[src/rtl/fetch_queue_if.sv]
// Fetch-to-decode queue interface: fetch enqueue side, decode dequeue side, flush and status.
interface fetch_queue_if #(
  parameter int XLEN       = 32,
  parameter int ADDR_WIDTH = 32,
  parameter int DEPTH      = 4
);
  logic                         flush_i;
  logic                         enq_valid_i;
  logic [ADDR_WIDTH-1:0]        enq_pc_i;
  logic [XLEN-1:0]              enq_instr_i;
  logic                         full_o;
  logic                         deq_valid_o;
  logic [ADDR_WIDTH-1:0]        deq_pc_o;
  logic [XLEN-1:0]              deq_instr_o;
  logic                         deq_ready_i;
  logic [$clog2(DEPTH+1)-1:0]   count_o;

  modport master (
    output flush_i, enq_valid_i, enq_pc_i, enq_instr_i, deq_ready_i,
    input  full_o, deq_valid_o, deq_pc_o, deq_instr_o, count_o
  );

  modport slave (
    input  flush_i, enq_valid_i, enq_pc_i, enq_instr_i, deq_ready_i,
    output full_o, deq_valid_o, deq_pc_o, deq_instr_o, count_o
  );
endinterface

[src/rtl/fetch_queue.sv]
// Instruction queue between fetch and decode: circular buffer with FWFT head and flush on redirect.
module fetch_queue #(
  parameter int XLEN       = 32,
  parameter int ADDR_WIDTH = 32,
  parameter int DEPTH      = 4
) (
  input  logic         clk_i,
  input  logic         rst_i,
  fetch_queue_if.slave q
);
  localparam int PW = $clog2(DEPTH) + 1;
  localparam int IW = $clog2(DEPTH);

  logic [PW-1:0]         r_wr_ptr;
  logic [PW-1:0]         r_rd_ptr;
  logic [ADDR_WIDTH-1:0] r_pc_mem    [DEPTH];
  logic [XLEN-1:0]       r_instr_mem [DEPTH];

  logic [PW-1:0] w_count;
  logic          w_full;
  logic          w_valid;
  logic          w_enq;
  logic          w_deq;

  // Status depends only on registered pointers; the extra MSB separates full from empty.
  assign w_count = r_wr_ptr - r_rd_ptr;
  assign w_full  = (w_count == PW'(DEPTH));
  assign w_valid = (w_count != '0);
  assign w_enq   = q.enq_valid_i && !w_full && !q.flush_i;
  assign w_deq   = w_valid && q.deq_ready_i && !q.flush_i;

  always_ff @(posedge clk_i or posedge rst_i) begin
    if (rst_i) begin
      r_wr_ptr <= '0;
      r_rd_ptr <= '0;
    end else if (q.flush_i) begin
      r_wr_ptr <= '0;
      r_rd_ptr <= '0;
    end else begin
      if (w_enq) r_wr_ptr <= r_wr_ptr + 1'b1;
      if (w_deq) r_rd_ptr <= r_rd_ptr + 1'b1;
    end
  end

  always_ff @(posedge clk_i) begin
    if (w_enq) begin
      r_pc_mem[r_wr_ptr[IW-1:0]]    <= q.enq_pc_i;
      r_instr_mem[r_wr_ptr[IW-1:0]] <= q.enq_instr_i;
    end
  end

  assign q.count_o     = w_count;
  assign q.full_o      = w_full;
  assign q.deq_valid_o = w_valid;
  assign q.deq_pc_o    = w_valid ? r_pc_mem[r_rd_ptr[IW-1:0]] : '0;
  assign q.deq_instr_o = w_valid ? r_instr_mem[r_rd_ptr[IW-1:0]] : XLEN'(32'h0000_0013);

  // An enqueue offered while full must leave the write pointer untouched.
  a_enq_when_full: assert property (
    @(posedge clk_i) disable iff (rst_i)
      (q.enq_valid_i && w_full && !q.flush_i) |=> (r_wr_ptr == $past(r_wr_ptr))
  );
endmodule

[src/flat_wrapper.sv]
// flat-port wrapper written by rule: the top's interface ports become plain ports
module fetch_queue_flat 
#(
  parameter int XLEN       = 32,
  parameter int ADDR_WIDTH = 32,
  parameter int DEPTH      = 4
)
  (clk_i, rst_i, q_flush_i, q_enq_valid_i, q_enq_pc_i, q_enq_instr_i, q_deq_ready_i, q_full_o, q_deq_valid_o, q_deq_pc_o, q_deq_instr_o, q_count_o);
  fetch_queue_if #(.XLEN(XLEN), .ADDR_WIDTH(ADDR_WIDTH), .DEPTH(DEPTH)) q_i ();
  input  logic clk_i;
  input  logic rst_i;
  input wire logic [$bits(q_i.flush_i)-1:0] q_flush_i;
  input wire logic [$bits(q_i.enq_valid_i)-1:0] q_enq_valid_i;
  input wire logic [$bits(q_i.enq_pc_i)-1:0] q_enq_pc_i;
  input wire logic [$bits(q_i.enq_instr_i)-1:0] q_enq_instr_i;
  input wire logic [$bits(q_i.deq_ready_i)-1:0] q_deq_ready_i;
  output wire logic [$bits(q_i.full_o)-1:0] q_full_o;
  output wire logic [$bits(q_i.deq_valid_o)-1:0] q_deq_valid_o;
  output wire logic [$bits(q_i.deq_pc_o)-1:0] q_deq_pc_o;
  output wire logic [$bits(q_i.deq_instr_o)-1:0] q_deq_instr_o;
  output wire logic [$bits(q_i.count_o)-1:0] q_count_o;
  assign q_i.flush_i = q_flush_i;
  assign q_i.enq_valid_i = q_enq_valid_i;
  assign q_i.enq_pc_i = q_enq_pc_i;
  assign q_i.enq_instr_i = q_enq_instr_i;
  assign q_i.deq_ready_i = q_deq_ready_i;
  assign q_full_o = q_i.full_o;
  assign q_deq_valid_o = q_i.deq_valid_o;
  assign q_deq_pc_o = q_i.deq_pc_o;
  assign q_deq_instr_o = q_i.deq_instr_o;
  assign q_count_o = q_i.count_o;
  fetch_queue #(.XLEN(XLEN), .ADDR_WIDTH(ADDR_WIDTH), .DEPTH(DEPTH)) u_core (.clk_i(clk_i), .rst_i(rst_i), .q(q_i));
endmodule
[config.mk]
export PLATFORM = sky130hd
export DESIGN_NAME = fetch_queue_flat
export DESIGN_NICKNAME = d
export VERILOG_FILES = /design/src/rtl/fetch_queue_if.sv /design/src/rtl/fetch_queue.sv /design/src/flat_wrapper.sv
export SDC_FILE = /design/constraint.sdc
export NUM_CORES = 1
export LEC_CHECK = 0
export CAP_MARGIN = 20
export CELL_PAD_IN_SITES_DETAIL_PLACEMENT = 1
export CELL_PAD_IN_SITES_GLOBAL_PLACEMENT = 1
export CORE_ASPECT_RATIO = 0.9
export CORE_MARGIN = 5
export CORE_UTILIZATION = 52
export CTS_CLUSTER_SIZE = 20
export DETAILED_ROUTE_END_ITERATION = 12
export PLACE_DENSITY = 0.95
export SLEW_MARGIN = 20
export SYNTH_ARGS = -nofsm -noshare
export SYNTH_HDL_FRONTEND = slang
export SYNTH_SLANG_ARGS = --single-unit
[constraint.sdc]
create_clock -name clk_i -period 12.1 [get_ports clk_i]
set_input_delay 2.42 -clock clk_i [delete_from_list [all_inputs] [get_ports clk_i]]
set_output_delay 2.42 -clock clk_i [all_outputs]
set_load 0.05 [all_outputs]
==> results of run 1 <==
[stage by stage]
| stage | instance area (um^2) | hold WS (ns) | utilization |
|---|---|---|---|
| after global placement | 12100 | 0.572 | 0.606 |
| final | 12900 | 0.613 | 0.646 |
| after global routing | 12900 | 0.666 | 0.646 |
| after detailed placement | 12100 | 0.599 | 0.606 |
| after CTS | 12900 | 0.615 | 0.646 |
| after floorplan | 10500 | 0.555 | - |
[kinds of logic after synthesis]
logic type | after synthesis | synth area share
AO/OA/AOI/OAI | 6 | 0.00465
XOR/XNOR | 1 | 0.00227
adder cells (fa/ha/maj) | 7 | 0.00906
buffers and inverters | 29 | 0.0229
flip-flops | 262 | 0.747
multiplexers | 69 | 0.142
AND/OR/NAND/NOR | 86 | 0.0717
[routing by layer]
metal,track usage,share of wire,routed length (um),up-vias
met5,0,0.0011,27,-
met4,0.0466,0.017,399,4
met3,0.0479,0.065,1560,37
met2,0.375,0.53,12800,188
met1,0.272,0.39,9320,2603
li1,-,-,-,2165
[registers in the layout, summed over array words and instances, names as in the netlist]
| register | cells |
|---|---|
| u_core.r_instr_mem | 128 |
| u_core.r_pc_mem | 128 |
| u_core.r_rd_ptr | 3 |
| u_core.r_wr_ptr | 3 |
[power by group]
part           leakage, nW  internal [mW]  switching (mW)  total (mW)
logic                 1.39          0.641            1.16        1.80
clock network        0.384          0.430           0.327       0.756
registers             2.40           1.08          0.0663        1.14
[layout by cell type (no fill, tap or decap), types with 2 or more instances in the layout]
master / n
edfxtp_1: 256
clkdlybuf4s50_1: 137
mux4_2: 64
clkbuf_16: 27
nor2b_2: 26
nor2b_4: 20
nor2b_1: 12
buf_4: 10
inv_1: 6
ha_1: 6
nor2_1: 5
and2b_1: 5
clkinv_2: 5
clkbuf_1: 5
nand2b_1: 4
nor3b_2: 4
clkinv_1: 4
clkinvlp_4: 4
dfrtp_1: 4
mux2_2: 3
or2_1: 3
a21boi_2: 2
mux2i_1: 2
nand2_1: 2
dfrtp_4: 2
[critical path, delay by kind of cell, from the launching register on]
family                   cells  cell delay [ns]
adder cells (fa/ha/maj)      2             0.74
buffers and inverters        3             1.69
XOR/XNOR                     1             0.35
AND/OR/NAND/NOR              2             0.88
flip-flops                   1             0.70
[worst min path at each step]
stage                                         from                             end  slack [ns]
floorplan           u_core.r_wr_ptr[1]$_DFFE_PP0P_  u_core.r_wr_ptr[1]$_DFFE_PP0P_        0.56
global route        u_core.r_wr_ptr[1]$_DFFE_PP0P_  u_core.r_wr_ptr[1]$_DFFE_PP0P_        0.67
CTS                 u_core.r_wr_ptr[1]$_DFFE_PP0P_  u_core.r_wr_ptr[1]$_DFFE_PP0P_        0.61
global placement    u_core.r_wr_ptr[1]$_DFFE_PP0P_  u_core.r_wr_ptr[1]$_DFFE_PP0P_        0.57
finish              u_core.r_wr_ptr[1]$_DFFE_PP0P_  u_core.r_wr_ptr[1]$_DFFE_PP0P_        0.61
detailed placement  u_core.r_wr_ptr[1]$_DFFE_PP0P_  u_core.r_wr_ptr[1]$_DFFE_PP0P_        0.60
[layout make-up]
cell class              instances  area (um^2)  area share
repair buffers                147         1450       0.112
multi-input cells             169         2430       0.189
clock inverters                15          109     0.00845
well taps                     255          319      0.0248
inverters                       7         28.8     0.00223
clock buffers                  32          694      0.0539
flip-flops and latches        262         7850       0.609
==> results.cfg, run 1 <==
[outcome]
status = finished, final reports clean

[setup_path]
crit_end = q_deq_instr_o[0]
critPathKind = register to output port
reg2reg_slack_ns = 8.49
crit_arrival_ns = 4.94
r2r_end = u_core.r_pc_mem[3][27]$_DFFE_PP_
rr_worst_depth = 5
max_stage_delay_ns = 0.83
worst_setup_path_end_kind = output port
startpoint = u_core.r_rd_ptr[0]$_DFFE_PP0P_
cp-start-kind = register
r2r_start = u_core.r_rd_ptr[1]$_DFFE_PP0P_
path_cells = ha_1 > fa_1 > xnor3_2 > inv_4 > nor2_4 > buf_4 > or2_1 > clkdlybuf4s50_1
worst_ep_required_time_ns = 9.68
crit_path_top_delay_cell = clkdlybuf4s50_1
critPathMaxFanout = 46

[clock_tree]
post-cts-setup-buffers = 0
cts_root_buf = clkbuf_16
cts_tree = yes
cts_resized = 0
clock-sinks = 262
cts.htree.levels = 1
cts_hold_buf = 0
clk_path_buf_depth = 3
cts_made_buffers = 26
path_clk_slew_ns = 0.06
clk_latency_ns = 0.52

[logic_synthesis]
yosysMostFrequentCell = edfxtp_1
ys_seq_area_frac = 0.747
ys_warn_count = 0
synth.largest_area_cell = edfxtp_1
async_flop_share = 0.0229
synth_ff_type = edfxtp_1
synth_nets = 536
synth_common_cells = edfxtp_1, mux4_2, nor2b_2
synth.area.top_cells = edfxtp_1, mux4_2, nor2b_4
synthDistinctLibCells = 34
syn_area_mm2 = 0.0105
synth_seq_cells = 262
syn_inst = 460
syn_avg_cell_area_um2 = 22.8
synth_edf_count = 256
yosysTopAreaCellShare = 0.733

[place]
gp_congestion = 0.704
place_inst = 840
post-dp-hpwl_mm = 14.4
portBuffers = 137
dpl_worst_slack_ns = 5.27

[pwr]
p_total_mw = 3.70
vdd_drop_max_mv = 0.193
cellLeakagePower_nw = 4.18
power_density_mw_per_mm2 = 287

[layout]
drive_gt1_frac = 0.272
final_cells = 887
n_antenna_cell = 0
n_fill_cell = 1630
area_growth_syn_to_layout_pct = 22.7
nets = 689

[floorplanning]
coreArea_mm2 = 0.0199
io_pins = 138
start_util = 0.527
die_w_um = 160
die_area_mm2 = 0.0231
die_h_um = 145
row_count = 49

[route]
detail_route.wl_per_cell_um = 27.1
ant_nets = 0
vias = 4997
drc_errors = 0
post_drt_via_cell_ratio = 5.63
drt_iter0_drc = 360
drtPass1Iterations = 4
wirelength_mm = 24.1

[run]
drv_cap = 0

[timing]
hold_violations = 0
slew_headroom = 0.336
fmax_mhz = 136
fin_ws_ns = 4.74
worstMarginPinSlew_ns = 0.996
fin_tns_setup_ns = 0
post-route-period-util = 0.608
fin_skew_ns = 0.00667
rsz0062_at_grt = false
maxSlewViolCount = 0
finalSetupViolations = 0
min_period_ns = 7.36

[global_route]
grt_usage = 0.211
grt_pass1_vias = 5691
antenna_found_initial = 2
grt_pass1_wl_mm = 36.6
overflow = 0
grt_max_degree = 68

[worst_hold_path]
min_path_cells = 2
hold_class = register to register
(Power assumes the default switching activity.)
==> run 2: changes to the inputs <==
--- a/config.mk
+++ b/config.mk
@@ -10,10 +10,10 @@
 export CELL_PAD_IN_SITES_GLOBAL_PLACEMENT = 1
 export CORE_ASPECT_RATIO = 0.9
 export CORE_MARGIN = 5
-export CORE_UTILIZATION = 52
+export CORE_UTILIZATION = 43
 export CTS_CLUSTER_SIZE = 20
 export DETAILED_ROUTE_END_ITERATION = 12
-export PLACE_DENSITY = 0.95
+export PLACE_DENSITY = 0.86
 export SLEW_MARGIN = 20
 export SYNTH_ARGS = -nofsm -noshare
 export SYNTH_HDL_FRONTEND = slang
==> constraint.sdc (replaced) <==
create_clock -name clk_i -period 6.4 [get_ports clk_i]
set_input_delay 1.28 -clock clk_i [delete_from_list [all_inputs] [get_ports clk_i]]
set_output_delay 1.28 -clock clk_i [all_outputs]
set_load 0.05 [all_outputs]
==> results.cfg, run 2 (synthesis results as in run 1) <==
[clock_tree]
cts_root_buf = clkbuf_16
cts_tree = yes
clock-sinks = 262
clk_path_buf_depth = 3
cts_hold_buf = 0
cts_resized = 0
path_clk_slew_ns = 0.06
cts.htree.levels = 1
clk_latency_ns = 0.52
cts_made_buffers = 28
post-cts-setup-buffers = 0

[setup_path]
path_cells = ha_1 > fa_1 > nand2_1 > nor2_4 > buf_12 > and2b_1 > clkdlybuf4s50_1
crit_path_top_delay_cell = dfrtp_4
worst_ep_required_time_ns = 5.12
cpLargestDelayFamily = buffers and inverters
critPathKind = register to output port
critPathMaxFanout = 37
cp_num_buf_inv = 2
crit_arrival_ns = 4.13
max_stage_delay_ns = 0.73
cp-start-kind = register
worst_setup_path_end_kind = output port

[place]
place_inst = 893
dpl_worst_slack_ns = 1.43
post-dp-hpwl_mm = 13.3
gp_congestion = 0.789
portBuffers = 137

[layout]
final_cell_mix = edfxtp_1, clkdlybuf4s50_1, mux4_2
nets = 691
n_fill_cell = 2104
regArea_mm2 = 0.00784
multi_input_area_mm2 = 0.00243
n_antenna_cell = 0
drive_gt1_frac = 0.273
final_cells = 945
final_common_cell = edfxtp_1
area_growth_syn_to_layout_pct = 24.2

[floorplanning]
start_util = 0.435
die_h_um = 158
io_pins = 138
die_w_um = 175
coreArea_mm2 = 0.0241
row_count = 54
die_area_mm2 = 0.0276

[route]
drtPass1Iterations = 4
drt_iter0_drc = 275
ant_nets = 0
drc_errors = 0
wirelength_mm = 21.6
detail_route.wl_per_cell_um = 22.8
vias = 4884
post_drt_via_cell_ratio = 5.17

[timing]
fmax_mhz = 185
maxSlewViolCount = 0
fin_ws_ns = 0.985
whs_ns = 0.626
slew_headroom = 0.331
worstMarginPinSlew_ns = 1.00
fin_tns_setup_ns = 0
rsz0062_at_grt = false
fin_skew_ns = 0.00879
finalSetupViolations = 0
hold_violations = 0
post-route-period-util = 0.846
min_period_ns = 5.41

[global_route]
overflow = 0
grt_pass1_vias = 5703
antenna_found_initial = 0
grt_pass1_wl_mm = 33.3
grt_usage = 0.156
grt_max_degree = 67

[worst_hold_path]
hold_class = register to register

[outcome]
status = finished, final reports clean

[run]
drv_cap = 0
[run 2: final timing paths]
check | from | end | slack, ns | cells after the start
worst max-delay path | u_core.r_rd_ptr[0]$_DFFE_PP0P_ | q_deq_pc_o[31] | 0.99 | 7
worst min-delay path | u_core.r_wr_ptr[1]$_DFFE_PP0P_ | u_core.r_wr_ptr[1]$_DFFE_PP0P_ | 0.63 | 2
worst max register to register | u_core.r_rd_ptr[0]$_DFFE_PP0P_ | u_core.r_pc_mem[3][5]$_DFFE_PP_ | 2.70 | 6
worst min register to register | u_core.r_wr_ptr[1]$_DFFE_PP0P_ | u_core.r_wr_ptr[1]$_DFFE_PP0P_ | 0.63 | 2
max in group asynchronous | rst_i | u_core.r_rd_ptr[0]$_DFFE_PP0P_ | 5.14 | 2
min in group asynchronous | rst_i | u_core.r_wr_ptr[0]$_DFFE_PP0P_ | 1.01 | 2
[run 2: metal layers]
layer  GRT usage  vias up  part of all wire
li1            -     2171                 -
met5           0        -                 0
met4      0.0269        0             0.015
met1       0.196     2550              0.41
met2       0.285      135              0.52
met3      0.0325       28             0.048
[run 2: metrics by stage]
step,cell area (um^2),utilization
detailed placement,12200,0.504
global placement,12200,0.504
global route,13000,0.540
floorplan,10500,-
CTS,13000,0.540
finish,13000,0.540
[run 2: final cells by class]
class,count,area share
Sequential cell,262,0.602
Inverter,7,0.00221
Multi-Input combinational cell,169,0.187
Clock buffer,37,0.0595
Timing Repair Buffer,147,0.113
Clock inverter,15,0.00739
Tap cell,308,0.0296
[run 2: worst register-to-register path: stages, from the launching register on]
cell     delay, ns
dfrtp_4       0.88
ha_1          0.29
fa_1          0.47
nand2_1       0.23
o21ai_0       0.33
nor3b_2       0.28
buf_4         0.81
Power of run 2 is not shown: default switching activity piles up to over one toggle a cycle in this logic, so the estimate is an artifact.
